**config.mk**
```make
export PLATFORM = sky130hd
export DESIGN_NAME = out_byte_sequencer
export DESIGN_NICKNAME = d
export VERILOG_FILES = /design/src/rtl/out_seq_pkg.sv /design/src/rtl/out_byte_sequencer_dwell_timer.sv /design/src/rtl/out_byte_sequencer.sv
export SDC_FILE = /design/constraint.sdc
export NUM_CORES = 1
export LEC_CHECK = 0
export ABC_AREA = 1
export BUFFER_PORTS_ARGS = -buffer_cell sky130_fd_sc_hd__buf_2
export CORE_MARGIN = 2
export CORE_UTILIZATION = 50
export DETAILED_ROUTE_END_ITERATION = 16
export MAX_ROUTING_LAYER = met4
export PLACE_DENSITY = 0.84
export SLEW_MARGIN = 25
export SYNTH_ARGS = -nofsm -noshare
export SYNTH_HDL_FRONTEND = slang
export SYNTH_SLANG_ARGS = --single-unit
```
**constraint.sdc**
```tcl
create_clock -name clk -period 2.9 [get_ports clk]
set_input_delay 0 -clock clk [delete_from_list [all_inputs] [get_ports clk]]
set_output_delay 0 -clock clk [all_outputs]
set_load 0.05 [all_outputs]
```
**src/rtl/out_seq_pkg.sv**
```systemverilog
// Shared definitions for the output byte sequencer: mode encodings, FSM states
// and the lane-index width helper.
package out_seq_pkg;

    typedef enum logic [1:0] {
        ModeStatic = 2'b00,
        ModeScan   = 2'b01,
        ModePass   = 2'b10,
        ModeHold   = 2'b11
    } mode_e;

    typedef enum logic [1:0] {
        StIdle,
        StScan,
        StPassRun,
        StHold
    } state_e;

    function automatic int unsigned idx_width(input int unsigned nb);
        return (nb > 1) ? $clog2(nb) : 1;
    endfunction

endpackage

```
**src/rtl/out_byte_sequencer_dwell_timer.sv**
```systemverilog
// Dwell counter: counts 0..dwell while enabled, pulses tc on the terminal count
// and wraps to zero; synchronous clear has priority.
module dwell_timer #(
    parameter int unsigned DWELL_W = 16
) (
    input  logic               clk,
    input  logic               rst_n,
    input  logic               clear,
    input  logic               enable,
    input  logic [DWELL_W-1:0] dwell,
    output logic [DWELL_W-1:0] count,
    output logic               tc
);

    logic [DWELL_W-1:0] count_q, count_d;

    assign count = count_q;
    assign tc    = enable && (count_q == dwell);

    always_comb begin
        count_d = count_q;
        if (clear || tc) begin
            count_d = '0;
        end else if (enable) begin
            count_d = count_q + DWELL_W'(1);
        end
    end

    always_ff @(posedge clk or negedge rst_n) begin
        if (!rst_n) begin
            count_q <= '0;
        end else begin
            count_q <= count_d;
        end
    end

endmodule

```
**src/rtl/out_byte_sequencer.sv**
```systemverilog
// Presents one byte lane of a captured result word on a registered output,
// statically, as a continuous scan, or as a single pass per captured word.
module out_byte_sequencer
    import out_seq_pkg::*;
#(
    parameter  int unsigned DATA_W  = 16,
    parameter  int unsigned DWELL_W = 16,
    localparam int unsigned NB      = DATA_W / 8,
    localparam int unsigned IDX_W   = idx_width(NB)
) (
    input  logic               clk,
    input  logic               rst_n,
    input  logic [DATA_W-1:0]  data_in,
    input  logic               data_valid,
    output logic               data_ready,
    input  logic [1:0]         mode,
    input  logic [IDX_W-1:0]   byte_sel,
    input  logic [DWELL_W-1:0] dwell,
    output logic [7:0]         byte_out,
    output logic [IDX_W-1:0]   byte_idx,
    output logic               frame_start,
    output logic               busy
);

    state_e             state_q, state_d;
    mode_e              mode_dec;
    logic [DATA_W-1:0]  shadow_q;
    logic [IDX_W-1:0]   idx_q, idx_d, byte_idx_d;
    logic [7:0]         byte_out_d;
    logic               frame_start_d;
    logic               capture, running, running_d, entering, last_lane, tc;
    logic [DWELL_W-1:0] count;

    // Out-of-range lane indices read as zero.
    function automatic logic [7:0] lane(input logic [DATA_W-1:0] w, input logic [IDX_W-1:0] k);
        lane = 8'h00;
        for (int unsigned i = 0; i < NB; i++) begin
            if (k == IDX_W'(i)) lane = w[8*i +: 8];
        end
    endfunction

    assign mode_dec   = mode_e'(mode);
    assign data_ready = (state_q != StPassRun);
    assign busy       = (state_q == StPassRun);
    assign capture    = data_valid && data_ready;
    assign running    = (state_q == StScan) || (state_q == StPassRun);
    assign running_d  = (state_d == StScan) || (state_d == StPassRun);
    assign entering   = running_d && (state_d != state_q);
    assign last_lane  = (idx_q == IDX_W'(NB - 1));

    dwell_timer #(
        .DWELL_W (DWELL_W)
    ) u_dwell_timer (
        .clk    (clk),
        .rst_n  (rst_n),
        .clear  (entering),
        .enable (running),
        .dwell  (dwell),
        .count  (count),
        .tc     (tc)
    );

    always_comb begin
        state_d = state_q;
        case (mode_dec)
            ModeStatic: state_d = StIdle;
            ModeScan:   state_d = StScan;
            ModeHold:   state_d = StHold;
            ModePass: begin
                if (state_q == StPassRun) begin
                    if (tc && last_lane) state_d = StIdle;
                end else if (capture) begin
                    state_d = StPassRun;
                end else begin
                    state_d = StIdle;
                end
            end
            default:    state_d = StIdle;
        endcase
    end

    always_comb begin
        idx_d = idx_q;
        if (entering) begin
            idx_d = '0;
        end else if (tc) begin
            idx_d = last_lane ? '0 : idx_q + IDX_W'(1);
        end
    end

    // Outputs lag the internal index by one edge so byte_idx always names byte_out.
    always_comb begin
        byte_out_d    = byte_out;
        byte_idx_d    = byte_idx;
        frame_start_d = 1'b0;
        case (state_q)
            StIdle: begin
                byte_idx_d = byte_sel;
                byte_out_d = lane(shadow_q, byte_sel);
            end
            StScan, StPassRun: begin
                byte_idx_d    = idx_q;
                byte_out_d    = lane(shadow_q, idx_q);
                frame_start_d = (idx_q == '0) && (count == '0);
            end
            default: ;
        endcase
    end

    always_ff @(posedge clk or negedge rst_n) begin
        if (!rst_n) begin
            state_q     <= StIdle;
            shadow_q    <= '0;
            idx_q       <= '0;
            byte_out    <= 8'h00;
            byte_idx    <= '0;
            frame_start <= 1'b0;
        end else begin
            state_q     <= state_d;
            idx_q       <= idx_d;
            byte_out    <= byte_out_d;
            byte_idx    <= byte_idx_d;
            frame_start <= frame_start_d;
            if (capture) shadow_q <= data_in;
        end
    end

endmodule

```
Yosys cells after proc, flatten, opt, wreduce, memory -nomap -nowiden --
Index checks and enable logic that the tools add are counted.
Storage, ports and cells: RAM bits 0, bits in read-only memories 0, word-level logic and storage cells 49, register bits after elaboration 45, output and inout port bits 12, latch bits 0, input bits 38, memories kept 0
Operators by class: $add $sub $neg 2, div/mod/pow operators 0, eq/ne operators 10, multiplexer cells 14, bitwise gates (word level) 1, $mul 0, shift operators 0, reductions and logical operators 15, magnitude comparators 0
Operators with widths (number):
- $mux W16 | 2
- $add A16 B1 Y16 const B | 1
- $eq A16 B16 Y1 | 1
- $logic_not A16 Y1 | 1
- $mux W8 | 2
- $pmux W8 S2 | 1
- $eq A2 B2 Y1 const B | 4
- $pmux W2 S4 | 1
- $eq A2 B1 Y1 const B | 3
- $mux W2 | 3
- $reduce_bool A2 Y1 | 3
- $logic_and A1 B1 Y1 | 5
- $logic_not A2 Y1 | 2
- $mux W1 | 4
- $logic_or A1 B1 Y1 | 3
- $ne A2 B2 Y1 | 1
- $ne A2 B2 Y1 const B | 1
- $pmux W1 S2 | 1
- $reduce_or A2 Y1 | 1
- $add A1 B1 Y1 const B | 1
- $not A1 Y1 | 1

Depth between registers and ports, before layout --
Gate-level depths: netlist of run 1.
depth after elaboration 12, depth in mapped cells 15, mapped depth without buffers 14

By module --
Synthesis of run 1 repeated with hierarchy kept, for this count alone.
Second synthesis, totals: cells, all modules 351, area, all modules 2726.4 um^2
By module, submodules not included:
- dwell_timer | instances 1, cells each 215, area each 1363.8 um^2
- out_byte_sequencer | instances 1, cells each 136, area each 1362.6 um^2

Worst setup path before layout of run 1 --
No wires, ideal clock.
path type reg-to-reg, start point reg state_q[0], end point reg shadow_q[10], arrival time 2310 ps, data required time 2775 ps, cell stages (with the launch flop) 7, slack 466 ps, setup time 125 ps, path buffers 1, cells stage by stage dfrtp_1 > inv_1 > ha_1 > inv_1 > nand2_1 > clkbuf_1 > mux2_2
Between the ends: word-level cells in the longest chain between the ends 2
RTL lines:
- from (decl) | line out_byte_sequencer.sv:25 | state_e state_q, state_d;
- from (signal assigned) | line out_byte_sequencer.sv:112 | state_q <= StIdle;
- from (signal assigned) | line out_byte_sequencer.sv:119 | state_q <= state_d;
- $ne A2 B2 Y1 | line out_byte_sequencer.sv:43 | assign data_ready = (state_q != StPassRun);
- net data_ready | line out_byte_sequencer.sv:15 | output logic data_ready,
- $logic_and A1 B1 Y1 | line out_byte_sequencer.sv:45 | assign capture = data_valid && data_ready;
- to (signal assigned) | line out_byte_sequencer.sv:124 | if (capture) shadow_q <= data_in;
- to (decl) | line out_byte_sequencer.sv:27 | logic [DATA_W-1:0] shadow_q;
The timed path passes the listed nets, and every way through them passes these cells. A chain may end at the register's enable or synchronous reset.

Worst setup path after layout of run 1 --
start point reg state_q[0], end point reg u_dwell_timer.count_q[14], in the netlist u_dwell_timer.count[14]
Between the ends: word-level cells in the longest chain between the ends 12, elaborated cells on any way between the ends 19
RTL lines:
- $eq A2 B1 Y1 / $eq A2 B2 Y1 (equally long branches) | line out_byte_sequencer.sv:46, out_byte_sequencer.sv:70
- $logic_or A1 B1 Y1 | line out_byte_sequencer.sv:46 | assign running = (state_q == StScan) || (state_q == StPassRun);
- $logic_and A1 B1 Y1 | line out_byte_sequencer_dwell_timer.sv:18 | assign tc = enable && (count_q == dwell);
- $logic_and A1 B1 Y1 | line out_byte_sequencer.sv:71 | if (tc && last_lane) state_d = StIdle;
- $mux W2 | line out_byte_sequencer.sv:71
- $mux W2 | line out_byte_sequencer.sv:70 | if (state_q == StPassRun) begin
- $pmux W2 S4 | line out_byte_sequencer.sv:65 | case (mode_dec)
- $eq A2 B1 Y1 / $eq A2 B2 Y1 (equally long branches) | line out_byte_sequencer.sv:47 | assign running_d = (state_d == StScan) || (state_d == StPassRun);
- $logic_or A1 B1 Y1 | line out_byte_sequencer.sv:47
- $logic_and A1 B1 Y1 | line out_byte_sequencer.sv:48 | assign entering = running_d && (state_d != state_q);
- $logic_or A1 B1 Y1 | line out_byte_sequencer_dwell_timer.sv:22 | if (clear || tc) begin
- $mux W16 / $reduce_bool A2 Y1 (equally long branches)
- to (signal assigned) | line out_byte_sequencer_dwell_timer.sv:33 | count_q <= count_d;
- to (decl) | line out_byte_sequencer_dwell_timer.sv:15 | logic [DWELL_W-1:0] count_q, count_d;
Several ways; a longest one is shown, not always the timed one.

==> results of run 1 <==
-- worst reg2reg max path: stages (launching register included) --
cell,delay (ns)
dfrtp_1,0.40
inv_1,0.09
ha_1,0.40
nor2_1,0.22
nand3_1,0.13
nor2_1,0.21
nand2_1,0.12
nor3_2,0.21
nand4_1,0.19
o21bai_1,0.18
nand2_1,0.10
nor2_4,0.10
-- state kept, by name, indices dropped and copies added, names as in the netlist --
| name | count |
|---|---|
| byte_idx | 1 |
| byte_out | 8 |
| frame_start | 1 |
| u_dwell_timer.count | 16 |
| state_q | 2 |
| idx_q | 1 |
| shadow_q | 16 |
-- layer usage --
layer,up-vias,track usage
li1,1058,-
met1,995,0.278
met2,63,0.364
met3,11,0.0379
met4,0,0.0853
met5,-,-
-- stage by stage --
| step | instance area [µm²] | worst slack (ns) | util | std cells | power [µW] |
|---|---|---|---|---|---|
| global route | 3050 | 0.296 | 0.641 | 432 | 1650 |
| detailed placement | 2760 | 0.530 | 0.581 | 406 | 1160 |
| finish | 3050 | 0.479 | 0.641 | 432 | 1580 |
| CTS | 3040 | 0.490 | 0.640 | 432 | 1570 |
| global placement | 2760 | 0.651 | 0.581 | 406 | 1140 |
| floorplan | 2470 | 0.466 | - | 296 | 1040 |
-- area by class of cell --
class	count	area [µm²]	share of cell area
Multi-Input combinational cell	207	1170	0.383
Sequential cell	45	1130	0.369
Timing Repair Buffer	68	438	0.144
Inverter	38	143	0.0468
Tap cell	67	83.8	0.0275
Clock buffer	6	82.6	0.0271
Clock inverter	1	7.51	0.00246
-- where the power goes --
group / total (µW) / switching, µW / leakage [µW] / internal (µW)
Combinational: 435 / 296 / 0.000855 / 139
Sequential: 737 / 40.2 / 0.000557 / 697
Clock: 406 / 218 / 0.0000433 / 189
-- final timing paths --
check / start / end / slack, ns
max: state_q[0]$_DFF_PN0_ / u_dwell_timer.count[14]$_DFFE_PN0P_ / 0.48
min: data_valid / state_q[1]$_DFF_PN0_ / 0.05
max reg2reg: state_q[0]$_DFF_PN0_ / u_dwell_timer.count[14]$_DFFE_PN0P_ / 0.48
min reg2reg: byte_out[6]$_DFFE_PN0P_ / byte_out[6]$_DFFE_PN0P_ / 0.48
max in group asynchronous: rst_n / u_dwell_timer.count[13]$_DFFE_PN0P_ / 2.28
min in group asynchronous: rst_n / byte_out[2]$_DFFE_PN0P_ / 0.22
-- cell families (layout without fill, tap and decap cells) --
| family | count (synthesis) | after routing | share of synthesized area |
|---|---|---|---|
| AO/OA/AOI/OAI | 26 | 26 | 0.0617 |
| XOR/XNOR | 16 | 16 | 0.0567 |
| adder cells (fa/ha/maj) | 4 | 4 | 0.0202 |
| buffers and inverters | 44 | 113 | 0.0739 |
| flip-flops | 45 | 45 | 0.455 |
| multiplexers | 8 | 8 | 0.0364 |
| AND/OR/NAND/NOR | 153 | 153 | 0.296 |
-- layout by cell type, fill, tap and decap left out, types with 7 or more instances in the layout --
| master | netlist | routed |
|---|---|---|
| buf_2 | 1 | 48 |
| nor2_4 | 10 | 10 |
| inv_2 | 8 | 8 |
| inv_1 | 30 | 30 |
| o211ai_1 | 8 | 8 |
| xnor2_1 | 7 | 7 |
| dlygate4sd3_1 | 0 | 19 |
| nand2_1 | 82 | 82 |
| xor2_1 | 9 | 9 |
| nor2_1 | 33 | 33 |
| dfrtp_1 | 45 | 45 |
| nand2_2 | 7 | 7 |
| mux2_2 | 8 | 8 |
| a21oi_1 | 11 | 11 |
==> metrics, run 1 <==
status=complete, no violations; CP delay by family, top=simple AND/OR/NAND/NOR gates; first-pass GRT wire length=9.02 mm; top layer reached by signal wires=met4; Yosys reg bits=45; DR WL/cell=12.6 µm; endpoints failing setup=0; clk_lat worst skew=0.31 ns; Achievable Freq=413 MHz; top-count cell post-synth=nand2_1; Synth Warn #=0; initial core utilization=0.520; Setup Fix Bufs, Post-CTS=0; Crit. End Element=flop; n_diodes=0; Die Wd=74.3 µm; NumNets Final=407; Setup TNS=0 ns; Worst EP arrival=2.65 ns; Req. time, crit path=3.13 ns; Syn Area/Cell=8.35 µm²; worst path bufs/invs=1; crit share post-route=0.835; Leakage=0.00146 µW; ys async rst share=1.00; number of remaining DRC errors=0; Clock Skews=0.0122 ns; die footprint=0.00552 mm²; Avg Vias per Cell=4.92; Detailed Place HPWL=3.71 mm; post-cts hold buffer count=19; met3 WL=262 µm; MaxCap Viol Count=0; layout cells sized above 1=0.263; min Tclk post-route=2.42 ns; core area=0.00475 mm²; Distinct cells, synth=28; IO Count=50; Mapped Cells=296; CTS tree=done; clock-pin slew of the registers on the worst-case setup and hold paths=0.09 ns; worst hold path type=in -> reg; critical path type=reg -> reg; row count=25; vias in the first global route=2014; DR pass1 iterations=5; Post-Syn Area=0.00247 mm²; Slew headroom=0.431; Post-Route WL=5.43 mm; port bufs=49; Die Y-Extent=74.3 µm; Power per Cell Area=518 mW/mm²; total track usage=0.223; grt total ovfl=0; delay of the slowest critical-path stage=0.40 ns; VDD IR max=0.000231 V; R2R depth=11; crit path max-delay cell type=dfrtp_1; Syn Nets=338; Clock Tree Root=clkbuf_8; largest cells by area after synthesis=dfrtp_1 (46%), nand2_1 (12%), nor2_1 (5.0%); hold slack=0.0495 ns; CP Depth=11; Yosys top cell by area=dfrtp_1; Post-synth EDFFs=0; Initial DRC Count=161; max-slew violation count=0; Hold Violations, Final=0; Worst-Margin Slew=0.851 ns; Routed Antenna Nets=0; Hold Crit Depth=5; M1 WL=2.34 mm; post-synth top area share=0.455; vias=2127; Final GP Congestion=0.903; CTS Buf Count=5; Top FF cell, synth=dfrtp_1; Area Growth Syn to Fin=23.3%; RSZ-0062 raised after global routing=no; CTS sink cnt=45; H-tree depth=2; pin count of the biggest net entering global routing=46; met2 WL=2.73 mm; critical path peak fanout=7; critical path, cell by cell=inv_1 -> ha_1 -> nor2_1 -> nand3_1 -> nor2_1 -> nand2_1 -> nor3_2 -> nand4_1 -> o21bai_1 -> nand2_1 -> nor2_4; post-cts sizing count=0; Seq/Total Area, Yosys=0.455; Max clock buf depth=2; initial antenna violation count=0; final-layout fill cell count=384; Startpoint Class=flop; top post-synthesis cells by count=nand2_1 (82), dfrtp_1 (45), nor2_1 (33), inv_1 (30), a21oi_1 (11)
(Power assumes the default switching activity.)
==> run 2, diff against run 1 <==
Settings changed: CORE_UTILIZATION 50 to 49, PLACE_DENSITY 0.84 to 0.85.
Clock period 2.9 ns to 2.2 ns, I/O delays scaled along.
==> run 2 against run 1 <==
Effect of this change: largest power group unchanged; non-clock buffer count up 4; sequential share of layout area down 1.3 points; sequential power up 32%; maximum frequency up 18%; utilization up 1.9 points; largest cell class unchanged; clock power up 38%; via count unchanged; clock skew down 0.00053 ns; first-iteration DRC count down 25%; cell area up 3.6%; sequential cell count unchanged; critical path depth unchanged.
==> metrics, run 2 (synthesis gave the netlist of run 1 again) <==
commonest non-fill, non-tap cell in the layout=nand2_1; row count=25; VDD IR max=0.000514 V; Avg Vias per Cell=4.86; vias=2127; CTS tree=done; total track usage=0.219; total power draw=2130 µW; initial core utilization=0.517; n_diodes=0; crit share post-route=0.935; Routed Antenna Nets=0; Clock Skews=0.0117 ns; Worst EP arrival=2.29 ns; GR Util met2=0.345; min Tclk post-route=2.06 ns; pin count of the biggest net entering global routing=46; endpoints failing setup=0; DP Worst Slack=0.0506 ns; reg2reg end=u_dwell_timer.count[14]$_DFFE_PN0P_; Initial DRC Count=121; hold path start=data_valid; Post-Route WL=5.78 mm; IO Count=50; Achievable Freq=486 MHz; die footprint=0.00563 mm²; critical path peak fanout=7; clock-pin slew of the registers on the worst-case setup and hold paths=0.09 ns; CTS sink cnt=45; vias in the first global route=1984; number of remaining DRC errors=0; clk_lat worst skew=0.31 ns; Slew headroom=0.625; Startpoint Class=flop; Die Wd=75.0 µm; Req. time, crit path=2.44 ns; max-slew violation count=0; Hold Crit Endpoint=state_q[1]$_DFF_PN0_; R2R depth=11; grt total ovfl=0; Die Y-Extent=75.0 µm; Crit. End Element=flop; Hold Crit Depth=5; status=complete, no violations; port bufs=49; NumNets Final=412; Power per Cell Area=675 mW/mm²; Max clock buf depth=2; MaxCap Viol Count=0; Detailed Place HPWL=3.73 mm; Hold Violations, Final=0; DR pass1 iterations=4; core area=0.00479 mm²; worst hold path type=in -> reg; global route hottest layer=met2; layout cells sized above 1=0.291; Final GP Congestion=1.02; Clock Tree Root=clkbuf_8; slack of the critical path=0.144 ns; Leakage=0.00149 µW; routing usage on met3=0.0522; first-pass GRT wire length=8.83 mm; initial antenna violation count=0; critical path type=reg -> reg; r2r startpoint=state_q[0]$_DFF_PN0_; Worst-Margin Slew=0.562 ns; DR WL/cell=13.2 µm; CTS Buf Count=5; met1 GRT Util=0.273; r2r setup slk=0.14 ns; commonest non-fill, non-tap cells in the layout=nand2_1 (82), buf_2 (48), dfrtp_1 (45); H-tree depth=2; Area Growth Syn to Fin=27.7%
[run 2: timing repair]
item,4_1_cts,5_1_grt
setup buffers,0,1
resized for setup,0,12
hold buffers,19,0
hold endpoints to repair,63,0
endpoints found under the setup margin,0,16
[run 2: through the flow]
stage,util,area (µm²),hold WS (ns),setup TNS (ns),cells
6_report,0.660,3160,0.0564,0,438
3_3_place_gp,0.582,2790,0.206,0,409
3_5_place_dp,0.582,2790,0.227,0,409
4_1_cts,0.643,3080,0.0335,0,436
5_1_grt,0.660,3160,0.0746,-0.0189,438
2_1_floorplan,-,2470,-0.296,0,296
[run 2: worst max path at each step]
stage / cells after the start / endpoint / from
after detailed placement: 12 / u_dwell_timer.count[3]$_DFFE_PN0P_ / state_q[0]$_DFF_PN0_
after global routing: 11 / u_dwell_timer.count[15]$_DFFE_PN0P_ / u_dwell_timer.count[2]$_DFFE_PN0P_
final: 11 / u_dwell_timer.count[14]$_DFFE_PN0P_ / state_q[0]$_DFF_PN0_
after floorplan: 6 / shadow_q[10]$_DFFE_PN0P_ / state_q[0]$_DFF_PN0_
after global placement: 12 / u_dwell_timer.count[4]$_DFFE_PN0P_ / state_q[0]$_DFF_PN0_
after CTS: 12 / u_dwell_timer.count[3]$_DFFE_PN0P_ / state_q[0]$_DFF_PN0_
[run 2: area by class of cell]
cell class,instances,area [µm²]
Fill cell,375,1630
Inverter,38,143
Clock buffer,6,82.6
Multi-Input combinational cell,208,1240
Clock inverter,2,16.3
Timing Repair Buffer,72,468
Sequential cell,45,1130
Tap cell,67,83.8
[run 2: worst max-delay path, stage by stage, from the launching register on]
cell and delay (ns):
dfrtp_1 0.41, inv_2 0.08, ha_4 0.27, nor2_4 0.13, nand3_2 0.10, nor2_4 0.14
nand2_1 0.08, nor3_2 0.22, nand4_1 0.17, o21bai_1 0.18, nand2_1 0.10, nor2_4 0.10
[run 2: power by group]
| group | internal [µW] | switching (µW) | total [µW] | leakage, µW |
|---|---|---|---|---|
| clock network | 259 | 301 | 560 | 0.0000478 |
| logic | 196 | 401 | 597 | 0.000885 |
| registers | 919 | 56.1 | 975 | 0.000557 |
| total | 1370 | 758 | 2130 | 0.00149 |
[run 2: routing by layer]
metal	wire (µm)	part of all wire	vias up
met5	0	0	-
met4	80	0.014	0
met3	243	0.042	7
met2	2940	0.51	51
met1	2520	0.44	990
li1	-	-	1079
==> run 3, diff against run 2 <==
Settings changed: CTS_CLUSTER_DIAMETER from default to 100, REMOVE_ABC_BUFFERS from default to 1, SKIP_CTS_REPAIR_TIMING from default to 1.
==> run 3 against run 2 <==
Effect of this change: the run now ends with negative hold slack left; sequential cell count unchanged; sequential power hardly changed; die area did not move; critical path depth is the same; setup slack got worse by 0.022 ns; power grew 3.8%; global-route usage decreased by 2.5 points; cell area decreased by 0.32%; non-clock buffer count grew 1; first-iteration DRC count is 9.1% higher; routed wire length decreased by 6.8%.
==> metrics, run 3 (synthesis gave the netlist of run 1 again) <==
Power per Cell Area=703 mW/mm²; Worst EP arrival=2.31 ns; Hold Violations, Final=3; die footprint=0.00563 mm²; pin count of the biggest net entering global routing=46; vias=2121; placed instance area=0.00281 mm²; delay of the slowest critical-path stage=0.42 ns; CP delay by family, top=simple AND/OR/NAND/NOR gates; IO Count=50; Max clock buf depth=2; max-slew violation count=0; Slew headroom=0.582; Req. time, crit path=2.43 ns; Leakage=0.00150 µW; total power draw=2210 µW; Routed Antenna Nets=0; placed insts=412; crit share post-route=0.945; Die Y-Extent=75.0 µm; Clock Tree Root=clkbuf_8; Area Growth Syn to Fin=27.3%; Initial DRC Count=132; NumNets Final=412; endpoints failing setup=0; Avg Vias per Cell=4.83; commonest non-fill, non-tap cell in the layout=nand2_1; DR pass1 iterations=4; initial antenna violation count=0; critical path peak fanout=4; port bufs=49; min Tclk post-route=2.08 ns; first-pass GRT wire length=8.06 mm; total track usage=0.194; Clock Skews=0.00842 ns; CTS Buf Count=5; failing checks=negative hold slack; Detailed Place HPWL=3.79 mm; clk_lat worst skew=0.30 ns; CTS tree=done; grt total ovfl=0; worst hold path type=in -> reg; critical path, cell by cell=inv_2 -> ha_4 -> nor2_4 -> nand3_2 -> nor2_4 -> nand2_1 -> nor3_2 -> nand4_1 -> o21bai_1 -> nand2_1 -> nor2_4; Design Area, Final=0.00315 mm²; worst path bufs/invs=1; layout cells sized above 1=0.294; CTS sink cnt=45; initial core utilization=0.517; number of remaining DRC errors=0; hold slack=-0.0349 ns; commonest non-fill, non-tap cells in the layout=nand2_1 (82), buf_2 (48), dfrtp_1 (45); Achievable Freq=481 MHz; crit path max-delay cell type=dfrtp_1; DP Worst Slack=0.0556 ns; core area=0.00479 mm²; Worst-Margin Slew=0.625 ns; final core occ=0.658; status=complete, but fails checks; row count=25; DR WL/cell=12.3 µm; Final GP Congestion=0.831; Crit. End Element=flop; Die Wd=75.0 µm; clock-pin slew of the registers on the worst-case setup and hold paths=0.09 ns; Finished Layout Cells=439; critical path type=reg -> reg; vias in the first global route=1912; H-tree depth=2; MaxCap Viol Count=0; slack of the critical path=0.122 ns; Startpoint Class=flop; VDD IR max=0.000461 V; CP dominant cell by count=nor2_4; Post-Route WL=5.39 mm
## run 3: cell types whose count changed in the layout (fill, tap and decap cells not counted), sizes merged
cell,delta
bufinv,+1
dlygate4sd3,-3
buf,+4
clkinv,+1
clkbuf,-1
nand2,-1
diode,+1
clkinvlp,-1
## run 3: worst paths after layout
kind                                         start                                   to  slack [ns]  cells past startpoint
hold / removal                          data_in[0]              shadow_q[0]$_DFFE_PN0P_       -0.03                      3
setup / recovery              state_q[0]$_DFF_PN0_  u_dwell_timer.count[14]$_DFFE_PN0P_        0.12                     11
min in group asynchronous                    rst_n             shadow_q[13]$_DFFE_PN0P_        0.22                      2
max in group asynchronous                    rst_n   u_dwell_timer.count[2]$_DFFE_PN0P_        1.59                      2
hold reg to reg            byte_out[3]$_DFFE_PN0P_              byte_out[3]$_DFFE_PN0P_        0.48                      2
setup reg to reg              state_q[0]$_DFF_PN0_  u_dwell_timer.count[14]$_DFFE_PN0P_        0.12                     11
## run 3: metrics by stage
step                setup TNS (ns)  hold WS (ns)
floorplan                    -3.25        -0.296
detailed placement               0         0.217
global route               -0.0553       0.00119
global placement                 0         0.211
CTS                              0        -0.109
finish                           0       -0.0349
## run 3: per-layer routing
metal,global-route usage,routed length [µm]
met3,0.0335,197
met1,0.238,2330
met2,0.321,2780
met5,-,0
met4,0.0734,76
## run 3: power by group
part / internal [µW] / switching (µW) / leakage, µW
clock network: 348 / 302 / 0.0000603
logic: 199 / 390 / 0.000881
registers: 919 / 54.0 / 0.000557
## run 3: cell type report
cell class                      count  area [µm²]
Antenna cell                        1        2.50
Clock buffer                        5        68.8
Clock inverter                      3        50.0
Fill cell                         372        1640
Inverter                           38         143
Multi-Input combinational cell    207        1200
Sequential cell                    45        1130
Tap cell                           67        83.8
Timing Repair Buffer               73         468
## run 3: worst register-to-register path: stages (launching register included)
cell      delay, ns
dfrtp_1        0.42
inv_2          0.07
ha_4           0.26
nor2_4         0.12
nand3_2        0.10
nor2_4         0.14
nand2_1        0.09
nor3_2         0.23
nand4_1        0.17
o21bai_1       0.19
nand2_1        0.11
nor2_4         0.10
